<file path="config.mk">
export PLATFORM = sky130hd
export DESIGN_NAME = inst_fetch
export DESIGN_NICKNAME = d
export VERILOG_FILES = /design/src/rtl/risc_pkg.sv /design/src/rtl/pc_unit.sv /design/src/rtl/inst_fetch.sv
export SDC_FILE = /design/constraint.sdc
export NUM_CORES = 1
export LEC_CHECK = 0
export BUFFER_PORTS_ARGS = -buffer_cell sky130_fd_sc_hd__buf_2
export CORE_MARGIN = 3
export CORE_UTILIZATION = 30
export CTS_CLUSTER_SIZE = 8
export DETAILED_ROUTE_END_ITERATION = 12
export HOLD_SLACK_MARGIN = 0.08
export PLACE_DENSITY = 0.61
export SYNTH_ARGS = -nofsm -noshare
export SYNTH_HDL_FRONTEND = slang
export SYNTH_SLANG_ARGS = --single-unit
</file>
<file path="constraint.sdc">
create_clock -name I_CLK -period 2 [get_ports I_CLK]
set_clock_uncertainty 0.05 [all_clocks]
set_input_delay 0.1 -clock I_CLK [delete_from_list [all_inputs] [get_ports I_CLK]]
set_output_delay 0.1 -clock I_CLK [all_outputs]
set_load 0.05 [all_outputs]
</file>
<file path="src/rtl/risc_pkg.sv">
// Shared definitions for the 16-bit RISC core: address and instruction
// widths, opcode field position, the HALT opcode and the fetch FSM states.
// IF_HALT_DETECT_EN adds the HALTED fetch state.
package risc_pkg;
  localparam int PC_W_DEF = 16;
  localparam int INST_W   = 16;
  localparam int OPC_MSB  = 15;
  localparam int OPC_LSB  = 11;
  localparam logic [OPC_MSB-OPC_LSB:0] OPC_HALT = 5'b11111;

  typedef enum logic [1:0] {
    FS_IDLE,
    FS_REQ,
    FS_HOLD
`ifdef IF_HALT_DETECT_EN
    , FS_HALTED
`endif
  } fetch_state_e;

  function automatic logic is_halt(input logic [INST_W-1:0] inst);
    return inst[OPC_MSB:OPC_LSB] == OPC_HALT;
  endfunction
endpackage

</file>
<file path="src/rtl/pc_unit.sv">
// Program counter register.
//   clk_i, rst_i : clock, synchronous active-high reset (loads RESET_PC)
//   ld_i/ld_val_i: load a redirect target (wins over increment)
//   inc_i        : advance by one, wrapping modulo 2^PC_W
//   pc_o         : current PC
//   pc_nxt_o     : value the PC takes at the next edge
module pc_unit #(
  parameter int              PC_W     = 16,
  parameter logic [PC_W-1:0] RESET_PC = '0
) (
  input  logic            clk_i,
  input  logic            rst_i,
  input  logic            ld_i,
  input  logic [PC_W-1:0] ld_val_i,
  input  logic            inc_i,
  output logic [PC_W-1:0] pc_o,
  output logic [PC_W-1:0] pc_nxt_o
);
  logic [PC_W-1:0] pc_q, pc_d;

  always_comb begin
    pc_d = pc_q;
    if (ld_i)       pc_d = ld_val_i;
    else if (inc_i) pc_d = pc_q + 1'b1;
  end

  always_ff @(posedge clk_i) begin
    if (rst_i) pc_q <= RESET_PC;
    else       pc_q <= pc_d;
  end

  assign pc_o     = pc_q;
  assign pc_nxt_o = pc_d;
endmodule

</file>
<file path="src/rtl/inst_fetch.sv">
// Instruction fetch stage. Issues word reads to instruction memory over a
// req/ack handshake and hands each instruction with its PC to the decoder
// over valid/ready. Branch redirects squash any fetch in flight.
// Ports:
//   I_CLK, I_RST        clock, synchronous active-high reset
//   I_EN                allow new requests
//   I_BR_TAKEN/TARGET   redirect strobe and address
//   O_MEM_REQ/ADDR      memory read request, held until I_MEM_ACK
//   I_MEM_ACK/DATA      memory response
//   O_INST/_PC/_VALID   instruction to decoder, I_INST_READY accepts
//   O_HALTED            fetch stopped on HALT
// Macro IF_HALT_DETECT_EN: stop fetching after a HALT instruction is taken
// by the decoder; without it O_HALTED is tied low.
module inst_fetch
  import risc_pkg::*;
#(
  parameter int              PC_W     = PC_W_DEF,
  parameter logic [PC_W-1:0] RESET_PC = '0
) (
  input  logic              I_CLK,
  input  logic              I_RST,
  input  logic              I_EN,
  input  logic              I_BR_TAKEN,
  input  logic [PC_W-1:0]   I_BR_TARGET,
  output logic              O_MEM_REQ,
  output logic [PC_W-1:0]   O_MEM_ADDR,
  input  logic              I_MEM_ACK,
  input  logic [INST_W-1:0] I_MEM_DATA,
  output logic [INST_W-1:0] O_INST,
  output logic [PC_W-1:0]   O_INST_PC,
  output logic              O_INST_VALID,
  input  logic              I_INST_READY,
  output logic              O_HALTED
);
  fetch_state_e      state_q, state_d;
  logic              squash_q, squash_d;
  logic              req_q, req_d;
  logic              vld_q, vld_d;
  logic [PC_W-1:0]   addr_q, addr_d;
  logic [PC_W-1:0]   inst_pc_q, inst_pc_d;
  logic [INST_W-1:0] inst_q, inst_d;
  logic [PC_W-1:0]   pc, pc_nxt;
  logic              xfer, keep;

  assign xfer = vld_q & I_INST_READY;
  // Response is kept only if nothing redirected the fetch it belongs to.
  assign keep = (state_q == FS_REQ) & I_MEM_ACK & ~squash_q & ~I_BR_TAKEN;

  pc_unit #(.PC_W(PC_W), .RESET_PC(RESET_PC)) u_pc (
    .clk_i    (I_CLK),
    .rst_i    (I_RST),
    .ld_i     (I_BR_TAKEN),
    .ld_val_i (I_BR_TARGET),
    .inc_i    (keep),
    .pc_o     (pc),
    .pc_nxt_o (pc_nxt)
  );

  // State register and registered outputs
  always_ff @(posedge I_CLK) begin
    if (I_RST) begin
      state_q   <= FS_IDLE;
      squash_q  <= 1'b0;
      req_q     <= 1'b0;
      vld_q     <= 1'b0;
      addr_q    <= RESET_PC;
      inst_pc_q <= RESET_PC;
      inst_q    <= '0;
    end else begin
      state_q   <= state_d;
      squash_q  <= squash_d;
      req_q     <= req_d;
      vld_q     <= vld_d;
      addr_q    <= addr_d;
      inst_pc_q <= inst_pc_d;
      inst_q    <= inst_d;
    end
  end

  // Next-state logic
  always_comb begin
    state_d  = state_q;
    squash_d = squash_q;
    case (state_q)
      FS_IDLE: if (!I_BR_TAKEN && I_EN) state_d = FS_REQ;
      FS_REQ: begin
        if (I_MEM_ACK) begin
          squash_d = 1'b0;
          if (I_BR_TAKEN)    state_d = FS_REQ;
          else if (squash_q) state_d = I_EN ? FS_REQ : FS_IDLE;
          else               state_d = FS_HOLD;
        end else if (I_BR_TAKEN) begin
          // request must stay up until acked; remember to drop its data
          squash_d = 1'b1;
        end
      end
      FS_HOLD: begin
        if (I_BR_TAKEN) state_d = FS_REQ;
        else if (xfer) begin
`ifdef IF_HALT_DETECT_EN
          if (is_halt(inst_q)) state_d = FS_HALTED;
          else
`endif
          state_d = I_EN ? FS_REQ : FS_IDLE;
        end
      end
`ifdef IF_HALT_DETECT_EN
      FS_HALTED: if (I_BR_TAKEN) state_d = FS_REQ;
`endif
      default: state_d = FS_IDLE;
    endcase
  end

  // Output next values
  always_comb begin
    req_d     = (state_d == FS_REQ);
    vld_d     = (state_d == FS_HOLD);
    inst_d    = keep ? I_MEM_DATA : inst_q;
    inst_pc_d = keep ? addr_q : inst_pc_q;
    // Address freezes while a request is outstanding, else tracks the PC.
    addr_d    = (state_q == FS_REQ && !I_MEM_ACK) ? addr_q : pc_nxt;
  end

`ifdef IF_HALT_DETECT_EN
  logic halted_q;
  always_ff @(posedge I_CLK) begin
    if (I_RST) halted_q <= 1'b0;
    else       halted_q <= (state_d == FS_HALTED);
  end
  assign O_HALTED = halted_q;
`else
  assign O_HALTED = 1'b0;
`endif

  assign O_MEM_REQ    = req_q;
  assign O_MEM_ADDR   = addr_q;
  assign O_INST       = inst_q;
  assign O_INST_PC    = inst_pc_q;
  assign O_INST_VALID = vld_q;

  logic unused;
  assign unused = ^pc;
endmodule

</file>
### Yosys cells after proc, flatten, opt, wreduce, memory -nomap -nowiden

Index checks and enable logic that the tools add are counted.

| storage, ports and cells | value |
|---|---|
| ROM bits | 0 |
| output and inout port bits | 51 |
| latch bits | 0 |
| memories kept | 0 |
| memory bits (writable) | 0 |
| logic and storage cells | 38 |
| input bits | 38 |
| register bits | 69 |

| operators by class | value |
|---|---|
| $add $sub $neg | 1 |
| magnitude comparators | 0 |
| shift-type cells | 0 |
| multiplexer cells | 12 |
| multiply operators | 0 |
| bitwise logic cells | 6 |
| equality and inequality tests | 4 |
| reduce and logical (&&, ||, !) cells | 7 |
| divide/modulo/power cells | 0 |

Operators with widths:

| cell | count |
|---|---|
| 2-to-1 mux 16 bit | 2 |
| adder 16 x 1 -> 16 bit, second input constant | 1 |
| 2-to-1 mux 2 bit | 6 |
| one-hot mux 2 bit (3 select lines) | 1 |
| bitwise AND 1 bit | 4 |
| equality test 2 x 1 -> 1 bit, second input constant | 2 |
| equality test 2 bit, second input constant | 2 |
| 2-to-1 mux 1 bit | 3 |
| logical AND 1 bit | 2 |
| zero test 1 bit | 2 |
| zero test 2 bit | 1 |
| NOT 1 bit | 2 |
| AND reduction 2 bit | 1 |
| nonzero test 2 bit | 1 |

### Logic depth before layout (Yosys ltp)

| logic depth | value |
|---|---|
| word-level depth | 6 |
| gate-level depth with buffers | 7 |
| mapped depth without buffers | 5 |

### Hierarchy

Synthesis repeated with hierarchy kept, for this count alone.

| second synthesis, totals | value |
|---|---|
| cell total of the unflattened synthesis | 363 |
| area, all modules | 3270.6 um2 |

Modules (own cells, without submodules):

| module | cells each | area each (um2) | seq. area each (um2) | instances |
|---|---|---|---|---|
| inst_fetch | 237 | 2288.4 | 1061.0 | 1 |
| pc_unit | 126 | 982.2 | 320.3 | 1 |

### Worst setup path before layout

OpenSTA, ideal clock, no wires.

| path | value |
|---|---|
| path kind | reg2reg |
| start | register state_q[0] |
| end | register inst_q[0] (netlist: O_INST[0]) |
| required time | 1818 ps |
| period minus slack after synthesis | 1587 ps |
| setup time | 132 ps |
| data arrival time | 1405 ps |
| stages on the path, launching flop included | 7 |
| buffers on the path | 2 |
| slack | 413 ps |
| cells stage by stage | dfxtp_1 -> or3b_4 -> or2_1 -> buf_2 -> buf_2 -> nand2_1 -> a21oi_1 |

| between the ends | value |
|---|---|
| longest elaborated chain between the ends | 4 |

Ends and longest elaborated chain:

| what | RTL line | text |
|---|---|---|
| start: declaration | inst_fetch.sv:35 | `fetch_state_e state_q, state_d;` |
| start signal: assignment | inst_fetch.sv:70 | `state_q <= state_d;` |
| equality test 2 x 1 -> 1 bit | inst_fetch.sv:47 | `assign keep = (state_q == FS_REQ) & I_MEM_ACK & ~squash_q & ~I_BR_TAKEN;` |
| bitwise AND 1 bit (3 in a row) | inst_fetch.sv:47 |  |
| end signal: assignment | inst_fetch.sv:76 | `inst_q <= inst_d;` |
| end: declaration | inst_fetch.sv:41 | `logic [INST_W-1:0] inst_q, inst_d;` |

No other way between the ends.
A chain may end at the register's enable or synchronous reset.

### Worst setup path after layout

| path | value |
|---|---|
| start | register u_pc.pc_q[1] (netlist: u_pc.pc_o[1]) |
| end | register addr_q[6] (netlist: O_MEM_ADDR[6]) |

| between the ends | value |
|---|---|
| longest elaborated chain between the ends | 3 |

Ends and longest elaborated chain:

| what | RTL line | text |
|---|---|---|
| start: declaration | pc_unit.sv:19 | `logic [PC_W-1:0] pc_q, pc_d;` |
| start signal: assignment | pc_unit.sv:29 | `else pc_q <= pc_d;` |
| adder 16 x 1 -> 16 bit | pc_unit.sv:24 | `else if (inc_i) pc_d = pc_q + 1'b1;` |
| 2-to-1 mux 16 bit | pc_unit.sv:24 |  |
| 2-to-1 mux 16 bit | pc_unit.sv:23 | `if (ld_i) pc_d = ld_val_i;` |
| end signal: assignment | inst_fetch.sv:74 | `addr_q <= addr_d;` |
| end: declaration | inst_fetch.sv:39 | `logic [PC_W-1:0] addr_q, addr_d;` |

No other way between the ends.

==> impl_metrics.toml <==
[sta]
finalSetupTns_ns = 0
slew_headroom_pct = 59.6
finalMaxSlewViolations = 0
period_share_pct = 93.1
hold_viol = 0
max_freq_mhz = 537
tightest_slew_ns = 0.605
post-route-min-period_ns = 1.86
rsz0062_at_grt = "no"
setup_viol = 0

[critical_path]
path_buf_inv = 0
worst_ep_required_time_ns = 2.18
max_stage_delay_ns = 0.40
critPathMaxFanout = 6
arrival_ns = 2.05
reg2reg_to = "O_MEM_ADDR[6]$_SDFFE_PP0N_"
cp-end-kind = "flop"
critical-path-slowest-cell = "dfxtp_1"
cp_common_cell = "o31ai_1"
crit_type = "reg2reg"
reg2reg_slack_ns = 0.14
crit_family = "compound AO/OA/AOI/OAI gates"
start_kind = "flop"
rr_worst_depth = 5
crit_chain = "ha_1 -> nand4bb_1 -> o31a_1 -> o31ai_1 -> o31ai_1"
r2r_start = "u_pc.pc_o[1]$_SDFF_PP0_"

[finish]
syn_to_final_growth_pct = 36.2
drive_above_1_share_pct = 26.8
fin_cells = 615
mostFrequentLayoutCells = "buf_2 (87), nand2_1 (71), dfxtp_1 (69), a21oi_1 (38), dlygate4sd3_1 (32)"
antenna_cells = 0
nets = 517
n_fill_cell = 1018
layout_commonest_cell = "buf_2"

[global_route]
grt_pass1_wl_mm = 14.4
use_met2_pct = 27.2
grt_remaining_overflow = 0
grt_use_met3_pct = 3.43
grt_busiest_layer = "met2"
grt_pass1_vias = 2892
grt_antenna_before_repair = 0
grt_max_degree = 21
grt_use_met1_pct = 19.7
grtUsageTotal_pct = 16.0

[floorplan]
dieWidth_um = 107
die_height_um = 107
die-area_um2 = 11400
io_pins = 89
core-area_um2 = 9860
std_cell_rows = 36
start_util_pct = 31.0

[cts]
ctsHoldBuffers = 32
cts.path.max_buffers = 2
root_buffer = "clkbuf_8"
cts_resized = 0
cts.sinks = 69
clock_latency_ns = 0.35
h-tree-depth = 3
clk_pin_slew_ns = 0.07
cts_buffers = 9
cts_setup_buffers = 0
cts_tree = "done"

[min_path]
hold_start = "I_BR_TARGET[2]"
hold_depth = 5
min_path_type = "in2reg"
hold_path_end = "u_pc.pc_o[2]$_SDFF_PP0_"

[logic_synthesis]
synth_flop_cell = "dfxtp_1"
synthesis.area_um2 = 3060
synth_warnings = 0
async_reset_ff_share_pct = 0
syn_nets = 397
synth_edf_count = 0
ys_types = 58
ys_seq_area_share_pct = 45.1
avgSynthCellArea_um2 = 8.55
synthCells = 358
ys_ff_latch = 69

[route]
num_vias = 3012
ant_nets = 0
avgRoutedWirePerCell_um = 14.3
first_iter_violations = 192
drc = 0
first_pass_iters = 4
vias_per_cell = 4.90
wl_mm = 8.81

[status]
outcome = "completed"

[power_and_ir_drop]
powerDensity_nw_per_um2 = 746
peakVddDrop_mv = 0.351
p_leak_nw = 1.73

[flow_run]
drv_cap = 0

[place]
dp.cells = 568
globalplace.congestion = 0.883
hpwl_mm = 6.06
io_buffers = 87
[worst max-delay path by stage]
stage                                       start                    endpoint  slack [ns]  cells after the start
after CTS                 u_pc.pc_o[1]$_SDFF_PP0_  O_MEM_ADDR[6]$_SDFFE_PP0N_        0.16                      5
after floorplan             state_q[0]$_SDFF_PP0_      O_INST[0]$_SDFFE_PP0P_        0.41                      6
after detailed placement  u_pc.pc_o[1]$_SDFF_PP0_  O_MEM_ADDR[6]$_SDFFE_PP0N_        0.20                      5
after global routing      u_pc.pc_o[1]$_SDFF_PP0_  O_MEM_ADDR[6]$_SDFFE_PP0N_        0.02                      5
final                     u_pc.pc_o[1]$_SDFF_PP0_  O_MEM_ADDR[6]$_SDFFE_PP0N_        0.14                      5
after global placement      squash_q$_SDFFE_PP0P_     O_INST[15]$_SDFFE_PP0P_        0.22                      5
[Yosys cell counts (7+ instances only)]
master | count | area share (%)
a21oi_1 | 38 | 6.2
clkbuf_1 | 12 | 1.5
nand3_1 | 8 | 1.3
nor2_1 | 17 | 2.1
nand2_1 | 71 | 8.7
nor2b_1 | 10 | 2.0
dfxtp_1 | 69 | 45
nor3_1 | 7 | 1.1
buf_2 | 13 | 2.1
o21ai_0 | 7 | 1.1
mux2i_1 | 9 | 2.9
[worst min-delay path, stage by stage]
cell and delay (ns):
buf_2 0.08, nand2_1 0.05, o21ai_0 0.10, nor2_1 0.05
nor2_1 0.07
[sequential cells by signal (all words and copies together) (netlist names)]
signal        count
O_INST           16
O_INST_PC        16
O_MEM_ADDR       16
u_pc.pc_o        16
state_q           2
O_INST_VALID      1
O_MEM_REQ         1
squash_q          1
[cells by family after synthesis]
| logic type | Yosys count | share of synthesized area (%) |
|---|---|---|
| compound gates | 85 | 17.9 |
| xor+xnor | 4 | 1.14 |
| fa+ha+maj | 1 | 0.409 |
| buf+inv | 30 | 4.33 |
| flops | 69 | 45.1 |
| mux | 9 | 2.94 |
| other cells | 1 | 0.123 |
| simple gates | 159 | 28.0 |
[power breakdown]
group | total (mW) | leakage (nW) | switching [mW] | internal (mW)
clock network | 1.10 | 0.0919 | 0.533 | 0.563
registers | 1.49 | 0.564 | 0.0572 | 1.44
logic | 0.518 | 1.07 | 0.323 | 0.195
total | 3.11 | 1.73 | 0.913 | 2.20
[area by class of cell]
type	count	area (µm²)	share of cell area, %
clock buffer	10	128	3.06
clock inverter	5	52.6	1.26
inverter	3	11.3	0.270
multi-input combinational	259	1550	37.1
sequential	69	1380	33.1
tap	133	166	3.99
timing repair buffer	136	883	21.2
[layer usage]
metal,vias to the layer above,share of wire (%)
met1,1411,45
met5,-,0
met2,89,49
met4,0,1.4
met3,13,5.0
li1,1499,-
[through the flow]
stage               instance area (µm²)  util (%)  setup slack (ns)  hold WS, ns  total power, mW
CTS                                4170      42.3             0.162       0.0848             3.14
detailed placement                 3670      37.2             0.197        0.297             1.99
global route                       4170      42.3            0.0167        0.138             3.24
floorplan                          3060         -             0.413        0.186             1.84
global placement                   3670      37.2             0.223        0.290             1.98
finish                             4170      42.3             0.137       0.0977             3.11
(Power assumes the default switching activity.)
